<file path="src/rtl/zx_mem_pkg.sv">
`default_nettype none
// ============================================================================
// Module      : zx_mem_pkg
// Description : Shared constants for the Spectrum memory mapper. Holds the
//               machine-mode codes, the divMMC automap state type, the
//               automap entry-point addresses and the +2A/+3 all-RAM
//               ("special") slot table.
// Ports       : none (package)
// Revision    : 1.0  initial release
// ============================================================================
package zx_mem_pkg;

    localparam logic [1:0] MODE_48   = 2'd0;
    localparam logic [1:0] MODE_128  = 2'd1;
    localparam logic [1:0] MODE_P2A  = 2'd2;
    localparam logic [1:0] MODE_PENT = 2'd3;

    typedef enum logic [1:0] {
        AM_IDLE   = 2'd0,
        AM_ARMED  = 2'd1,
        AM_MAPPED = 2'd2,
        AM_UNARM  = 2'd3
    } am_state_e;

    localparam int AM_ENTRY_N = 6;
    localparam logic [AM_ENTRY_N-1:0][15:0] AM_ENTRY = {
        16'h0562, 16'h04C6, 16'h0066, 16'h0038, 16'h0008, 16'h0000
    };

    localparam logic [7:0] DIV_PORT = 8'hE3;

    // Special-mode page per [config][slot]; outer index is the 1FFD config,
    // inner index is the 16K slot (a[15:14]). Literals list slot 3 first.
    localparam logic [3:0][3:0][2:0] SPECIAL_MAP = {
        {3'd3, 3'd6, 3'd7, 3'd4},   // config 11: 4,7,6,3
        {3'd3, 3'd6, 3'd5, 3'd4},   // config 10: 4,5,6,3
        {3'd7, 3'd6, 3'd5, 3'd4},   // config 01: 4,5,6,7
        {3'd3, 3'd2, 3'd1, 3'd0}    // config 00: 0,1,2,3
    };

    function automatic logic [2:0] special_page(input logic [1:0] cfg,
                                                input logic [1:0] slot);
        return SPECIAL_MAP[cfg][slot];
    endfunction

endpackage
`default_nettype wire

</file>
<file path="src/rtl/zx_memory_mapper_divmmc_automap.sv">
`default_nettype none
// ============================================================================
// Module      : divmmc_automap
// Description : divMMC control port (E3) register and automap state machine.
//               Entry-point fetches arm the mapper (mapping takes effect once
//               M1 returns high); 3Dxx fetches map immediately; 1FF8-1FFF
//               fetches unmap once M1 returns high.
// Ports       : clock_i, reset_i (sync clear), ce_i, Z80 strobes (active-low),
//               a_i/d_i bus; conmem_o, mapram_o, bank_o, automap_o.
// Revision    : 1.0  initial release
// ============================================================================
module divmmc_automap
    import zx_mem_pkg::*;
#(
    parameter int DW = 4
) (
    input  logic          clock_i,
    input  logic          reset_i,
    input  logic          ce_i,
    input  logic          iorq_i,
    input  logic          mreq_i,
    input  logic          wr_i,
    input  logic          m1_i,
    input  logic [15:0]   a_i,
    input  logic [7:0]    d_i,
    output logic          conmem_o,
    output logic          mapram_o,
    output logic [DW-1:0] bank_o,
    output logic          automap_o
);

    am_state_e     state_q, state_d;
    logic          conmem_q, mapram_q;
    logic [DW-1:0] bank_q;

    logic w_fetch, w_entry, w_unmap, w_rom3d, w_port_wr;
    logic w_unused_d;

    assign w_unused_d = ^d_i;
    assign w_fetch    = ~mreq_i & ~m1_i;
    assign w_unmap    = (a_i[15:3] == 13'h03FF);
    assign w_rom3d    = (a_i[15:8] == 8'h3D);
    assign w_port_wr  = ~iorq_i & ~wr_i & (a_i[7:0] == DIV_PORT);

    always_comb begin
        w_entry = 1'b0;
        for (int i = 0; i < AM_ENTRY_N; i++) begin
            if (a_i == AM_ENTRY[i]) w_entry = 1'b1;
        end
    end

    // Entry points take priority over the unmap range, which takes priority
    // over the instant-map 3Dxx range.
    always_comb begin
        state_d = state_q;
        case (state_q)
            AM_IDLE: begin
                if (w_fetch & w_entry)      state_d = AM_ARMED;
                else if (w_fetch & w_rom3d) state_d = AM_MAPPED;
            end
            AM_ARMED:  if (m1_i) state_d = AM_MAPPED;
            AM_MAPPED: if (w_fetch & ~w_entry & w_unmap) state_d = AM_UNARM;
            AM_UNARM:  if (m1_i) state_d = AM_IDLE;
            default:   state_d = AM_IDLE;
        endcase
    end

    always_ff @(posedge clock_i) begin
        if (reset_i) begin
            state_q  <= AM_IDLE;
            conmem_q <= 1'b0;
            mapram_q <= 1'b0;
            bank_q   <= '0;
        end else if (ce_i) begin
            state_q <= state_d;
            if (w_port_wr) begin
                conmem_q <= d_i[7];
                bank_q   <= d_i[DW-1:0];
                mapram_q <= mapram_q | d_i[6];
            end
        end
    end

    // The 3Dxx fetch itself must already read divMMC, so it is decoded
    // straight from the bus rather than waiting for the state update.
    assign automap_o = (state_q == AM_MAPPED) | (state_q == AM_UNARM) |
                       ((state_q == AM_IDLE) & w_fetch & w_rom3d & ~w_entry);
    assign conmem_o  = conmem_q;
    assign mapram_o  = mapram_q;
    assign bank_o    = bank_q;

endmodule
`default_nettype wire

</file>
<file path="src/rtl/zx_memory_mapper.sv">
`default_nettype none
// ============================================================================
// Module      : zx_memory_mapper
// Description : Spectrum paging unit for 48K / 128K / +2A/+3 / Pentagon.
//               Decodes the Z80 bus into ROM, RAM and divMMC addresses and
//               drives video page, contention and +3 motor.
// Ports       : clock_i, reset_i, ce_i, mode_i, nomap_i, Z80 strobes
//               (active-low), a_i, d_i; rom_sel_o, div_sel_o, phys_a_o,
//               rom_a_o, mem_we_o, vdu_page_o, contended_o, motor_o.
// Revision    : 1.0  initial release
// ============================================================================
module zx_memory_mapper
    import zx_mem_pkg::*;
#(
    parameter  int RAM_PAGES = 8,
    parameter  int DIV_PAGES = 16,
    parameter  int AUTOMAP   = 1,
    localparam int PW        = $clog2(RAM_PAGES),
    localparam int DW        = $clog2(DIV_PAGES)
) (
    input  logic          clock_i,
    input  logic          reset_i,
    input  logic          ce_i,
    input  logic [1:0]    mode_i,
    input  logic          nomap_i,
    input  logic          iorq_i,
    input  logic          mreq_i,
    input  logic          wr_i,
    input  logic          m1_i,
    input  logic [15:0]   a_i,
    input  logic [7:0]    d_i,
    output logic          rom_sel_o,
    output logic          div_sel_o,
    output logic [PW+13:0] phys_a_o,
    output logic [15:0]   rom_a_o,
    output logic          mem_we_o,
    output logic          vdu_page_o,
    output logic          contended_o,
    output logic          motor_o
);

    logic [1:0]    mode_q;
    logic [PW-1:0] page_q;
    logic          vdu_q, romlo_q, lock_q;
    logic [3:0]    p1ffd_q;

    logic          w_clr, w_io_wr, w_wr_7ffd, w_wr_1ffd;
    logic [4:0]    w_page_ext;
    logic          w_conmem, w_mapram, w_automap;
    logic [DW-1:0] w_div_bank;
    logic [1:0]    w_slot, w_rom_bank;
    logic          w_special, w_div_hit, w_rom, w_cont;
    logic [PW-1:0] w_page;
    logic [DW+12:0] w_div_addr;

    // A mode switch behaves like a reset of all paging state.
    assign w_clr   = reset_i | (mode_i != mode_q);
    assign w_io_wr = ~iorq_i & ~wr_i;

    assign w_wr_7ffd = w_io_wr & ~a_i[15] & ~a_i[1] & ~lock_q &
                       (mode_i != MODE_48) & ((mode_i != MODE_P2A) | a_i[14]);
    assign w_wr_1ffd = w_io_wr & (mode_i == MODE_P2A) &
                       (a_i[15:12] == 4'b0001) & ~a_i[1] & ~lock_q;

    // Pentagon extends the page with d[7:6]; truncation to PW drops bits
    // the configured RAM cannot address.
    assign w_page_ext = (mode_i == MODE_PENT) ? {d_i[7:6], d_i[2:0]}
                                              : {2'b00, d_i[2:0]};

    always_ff @(posedge clock_i) begin
        mode_q <= mode_i;
        if (w_clr) begin
            page_q  <= '0;
            vdu_q   <= 1'b0;
            romlo_q <= 1'b0;
            lock_q  <= 1'b0;
            p1ffd_q <= 4'h0;
        end else if (ce_i) begin
            if (w_wr_7ffd) begin
                page_q  <= w_page_ext[PW-1:0];
                vdu_q   <= d_i[3];
                romlo_q <= d_i[4];
                lock_q  <= d_i[5];
            end
            if (w_wr_1ffd) p1ffd_q <= d_i[3:0];
        end
    end

    generate
        if (AUTOMAP != 0) begin : g_automap
            divmmc_automap #(.DW(DW)) u_automap (
                .clock_i   (clock_i),
                .reset_i   (w_clr),
                .ce_i      (ce_i),
                .iorq_i    (iorq_i),
                .mreq_i    (mreq_i),
                .wr_i      (wr_i),
                .m1_i      (m1_i),
                .a_i       (a_i),
                .d_i       (d_i),
                .conmem_o  (w_conmem),
                .mapram_o  (w_mapram),
                .bank_o    (w_div_bank),
                .automap_o (w_automap)
            );
        end else begin : g_no_automap
            logic          conmem_q, mapram_q;
            logic [DW-1:0] bank_q;
            logic          w_unused_m1;
            assign w_unused_m1 = m1_i;
            always_ff @(posedge clock_i) begin
                if (w_clr) begin
                    conmem_q <= 1'b0;
                    mapram_q <= 1'b0;
                    bank_q   <= '0;
                end else if (ce_i && w_io_wr && (a_i[7:0] == DIV_PORT)) begin
                    conmem_q <= d_i[7];
                    bank_q   <= d_i[DW-1:0];
                    mapram_q <= mapram_q | d_i[6];
                end
            end
            assign w_conmem   = conmem_q;
            assign w_mapram   = mapram_q;
            assign w_div_bank = bank_q;
            assign w_automap  = 1'b0;
        end
    endgenerate

    assign w_slot    = a_i[15:14];
    assign w_special = (mode_i == MODE_P2A) & p1ffd_q[0];
    assign w_div_hit = (w_conmem | (w_automap & ~nomap_i)) & (w_slot == 2'd0);
    assign w_rom     = ~w_special & (w_slot == 2'd0) & ~w_div_hit;

    always_comb begin
        w_page = '0;
        if (w_special) begin
            w_page = PW'(special_page(p1ffd_q[2:1], w_slot));
        end else begin
            case (w_slot)
                2'd1:    w_page = PW'(3'd5);
                2'd2:    w_page = PW'(3'd2);
                2'd3:    w_page = (mode_i == MODE_48) ? '0 : page_q;
                default: w_page = '0;
            endcase
        end
    end

    always_comb begin
        case (mode_i)
            MODE_P2A: w_rom_bank = {p1ffd_q[2], romlo_q};
            MODE_48:  w_rom_bank = 2'b00;
            default:  w_rom_bank = {1'b0, romlo_q};
        endcase
    end

    // Lower 8K: divMMC ROM, or RAM bank 3 when mapram is set.
    always_comb begin
        if (a_i[13])       w_div_addr = {w_div_bank, a_i[12:0]};
        else if (w_mapram) w_div_addr = {DW'(3), a_i[12:0]};
        else               w_div_addr = {{DW{1'b0}}, a_i[12:0]};
    end

    always_comb begin
        w_cont = 1'b0;
        if (!w_rom && !w_div_hit) begin
            case (mode_i)
                MODE_48:  w_cont = (w_slot == 2'd1);
                MODE_P2A: w_cont = (w_page[PW-1:2] == (PW-2)'(1));
                default:  w_cont = w_page[0];
            endcase
        end
    end

    assign phys_a_o    = w_div_hit ? (PW+14)'(w_div_addr) : {w_page, a_i[13:0]};
    assign rom_a_o     = {w_rom_bank, a_i[13:0]};
    assign rom_sel_o   = w_rom;
    assign div_sel_o   = w_div_hit;
    assign mem_we_o    = ~mreq_i & ~wr_i & ~w_rom & ~(w_div_hit & ~a_i[13]);
    assign vdu_page_o  = vdu_q;
    assign contended_o = w_cont;
    assign motor_o     = p1ffd_q[3];

endmodule
`default_nettype wire
</file>
<file path="config.mk">
export PLATFORM = sky130hd
export DESIGN_NAME = zx_memory_mapper
export DESIGN_NICKNAME = d
export VERILOG_FILES = /design/src/rtl/zx_mem_pkg.sv /design/src/rtl/zx_memory_mapper_divmmc_automap.sv /design/src/rtl/zx_memory_mapper.sv
export SDC_FILE = /design/constraint.sdc
export NUM_CORES = 1
export LEC_CHECK = 0
export CORE_AREA = 2 2 64 66
export CTS_CLUSTER_DIAMETER = 30
export DETAILED_ROUTE_END_ITERATION = 12
export DIE_AREA = 0 0 66 68
export HOLD_SLACK_MARGIN = 0.06
export PLACE_DENSITY = 0.88
export SKIP_CTS_REPAIR_TIMING = 1
export SLEW_MARGIN = 25
export SYNTH_ARGS = -nofsm -noshare
export SYNTH_HDL_FRONTEND = slang
export SYNTH_SLANG_ARGS = --single-unit
export TNS_END_PERCENT = 5
</file>
<file path="constraint.sdc">
create_clock -name clock_i -period 2.7 [get_ports clock_i]
set_input_delay 0.54 -clock clock_i [delete_from_list [all_inputs] [get_ports clock_i]]
set_output_delay 0.54 -clock clock_i [all_outputs]
set_load 0.02 [all_outputs]
</file>
==> metrics <==
Skew-Pair Late Insertion Delay=between 0.2 and 0.3 ns; Slew headroom=66.5%; Reg-to-Reg Start=g_automap.u_automap.state_q[0]$_SDFFE_PP0P_; routed wire length=approximately 4500 um; Worst setup SP type=input port; commonest non-fill, non-tap cell in the layout=clkdlybuf4s50_1; clock-pin slew on the worst setup and hold paths=about 0.07 ns; min-delay src=g_automap.u_automap.bank_o[0]$_SDFFE_PP0P_; ant diodes=0; largest net degree at the start of global routing=14; htree depth=1; Critical Path RT=~2.9 ns; Sink Count=20; Rows=23; vias in the first global route=around 1.4k; crit-path max FO=4; Synth warnings=0; first-pass GRT wire length=6660 um; Worst-Margin Slew=about 0.50 ns; Longest Clk Path Bufs=2; die height=between 60 and 70 um; Crit Path Category=in2reg; vias per inst=around 5.1; commonest non-fill, non-tap cells in the layout=clkdlybuf4s50_1 (52), buf_4 (32), nor2_1 (24); total power=0.744 mW; root buf cell=clkbuf_8; Worst Path Arrival=around 2.7 ns; CTS tree=yes; Fmax achieved=a little under 0.4 GHz; via count=between 1.5k and 2k; FILL cells=roughly 320; layout cells sized above 1=a little over a fifth; Synth Register Bits=20; synth unique cells=43; PwrDens=roughly 310 nW/um^2; fin. max-slew vios=0; die area=between 4000 and 5000 um^2; Worst Setup SP=a_i[6]; Leak=approximately 1.1 nW; Final min period=around 2.6 ns; routability cong.=between 0.8 and 0.9; IO Count=73; mean area per synthesized cell=just over 8 um^2; crit end category=flop; WL/cell=~15 um; asr flop ratio synth=0%; register area share after synthesis=a little over a quarter; core area=3860 um^2; Top FF cell, synth=dfxtp_1; initial antenna violation count=0; DRC errors left=0; gr ovfl total=0; Num CTS Buffers=3; Synth Net Count=between 200 and 250; # setup viols final=0; Final Non-Filler Cells=309; initial DRC count=61; Placed Cells incl. Taps=305; IO Port Bufs=a little over 70; Core Util, Final=62.5%; unrepaired setup endpoints after global routing=false; ANT nets after route=0; Syn-to-layout area delta=59.3%; max-cap violations=0; Pre-Repair DR Iteration Count=4; Hold Crit Class=reg2reg; Max rail drop VDD=between 0.2 and 0.25 mV; Initial Utilization=39.2%; final net count=299; Post-Syn Instances=186; Horiz. Die Dim=between 60 and 70 um; Final HPWL DP=3500 um; synthesized cell area=between 1500 and 2000 um^2; number of enable flip-flop cells after synthesis=0; period utilization=between 90% and 100%; outcome=finished clean; Worst Skew=~0.0024 ns; total global-route track usage=about a fifth; Hold Fails Final Rpt=0
-- registers in the layout, indices dropped and copies added (netlist names) --
register,flops
g_automap.u_automap.bank_o,4
g_automap.u_automap.conmem_o,1
g_automap.u_automap.mapram_o,1
g_automap.u_automap.state_q,2
lock_q,1
mode_q,2
p1ffd_q,4
page_q,3
romlo_q,1
vdu_page_o,1
-- Yosys cell counts, drive strengths merged (2+ instances only) --
library cell / instances / share of area, %
a211oi: 2 / 0.99
a21oi: 6 / 2.0
a311oi: 2 / 1.6
a31oi: 2 / 0.83
and2: 2 / 0.83
and3: 2 / 0.83
buf: 27 / 13
clkbuf: 7 / 1.7
dfxtp: 20 / 26
ha: 5 / 4.1
inv: 5 / 1.2
mux2i: 15 / 9.9
nand2: 10 / 2.5
nand2b: 5 / 2.1
nand3: 5 / 1.7
nand3b: 2 / 0.99
nand4: 2 / 0.83
nor2: 24 / 6.0
nor2b: 4 / 1.7
nor3: 4 / 1.3
o21ai: 10 / 3.3
o31a: 2 / 1.7
or3: 4 / 2.0
or4: 2 / 0.99
xor2: 2 / 1.2
-- area by class of cell --
class	count	area (um^2)	area share, %
Tap cell	50	62.6	2.60
Inverter	5	18.8	0.779
Sequential cell	20	400	16.6
Multi-Input combinational cell	127	912	37.9
Timing Repair Buffer	103	961	39.9
Clock buffer	4	55.1	2.28
-- stage by stage --
| step | hold WS [ns] | TNS [ns] | instance area [um^2] | worst slack [ns] |
|---|---|---|---|---|
| 3_5_place_dp | 0.474 | -5.09 | 2300 | -0.630 |
| 6_report | 0.498 | 0 | 2410 | 0.143 |
| 4_1_cts | 0.499 | -4.84 | 2350 | -0.647 |
| 2_1_floorplan | 0.438 | 0 | 1510 | 0.0159 |
| 3_3_place_gp | 0.458 | -4.84 | 2300 | -0.606 |
| 5_1_grt | 0.513 | 0 | 2410 | 0.0150 |
-- path summary, 6_finish.rpt --
path	end	depth (start not counted)	slack (ns)
worst max register to register	g_automap.u_automap.state_q[0]$_SDFFE_PP0P_	8	0.98
worst min-delay path	g_automap.u_automap.bank_o[0]$_SDFFE_PP0P_	2	0.50
worst min register to register	g_automap.u_automap.bank_o[0]$_SDFFE_PP0P_	2	0.50
worst max-delay path	g_automap.u_automap.state_q[0]$_SDFFE_PP0P_	7	0.14
-- cell families (layout without fill, tap and decap cells) --
logic type / count (synthesis) / in the layout / share of synthesized area, %
mux: 15 / 15 / 9.93
xor+xnor: 2 / 2 / 1.16
simple gates: 74 / 74 / 26.6
flops: 20 / 20 / 26.5
buf+inv: 39 / 112 / 16.4
compound gates: 31 / 31 / 15.4
fa+ha+maj: 5 / 5 / 4.14
-- layer usage --
layer	GRT usage [%]	routed length, um
met1	21.3	1700
met2	36.5	2390
met3	2.96	339
met4	6.63	57
met5	0	0
-- report_power, final --
part           switching, mW  internal, mW
registers           0.000686         0.297
clock network         0.0971         0.130
logic                  0.105         0.115
-- worst max-delay path, stage by stage --
cell and delay (ns):
clkdlybuf4s50_1 0.42, or4_1 0.55, or3_4 0.36, a2111oi_4 0.38
o31a_4 0.22, nor2_1 0.05, a311oi_2 0.22
Note: power is estimated with default switching activity, not from simulation.
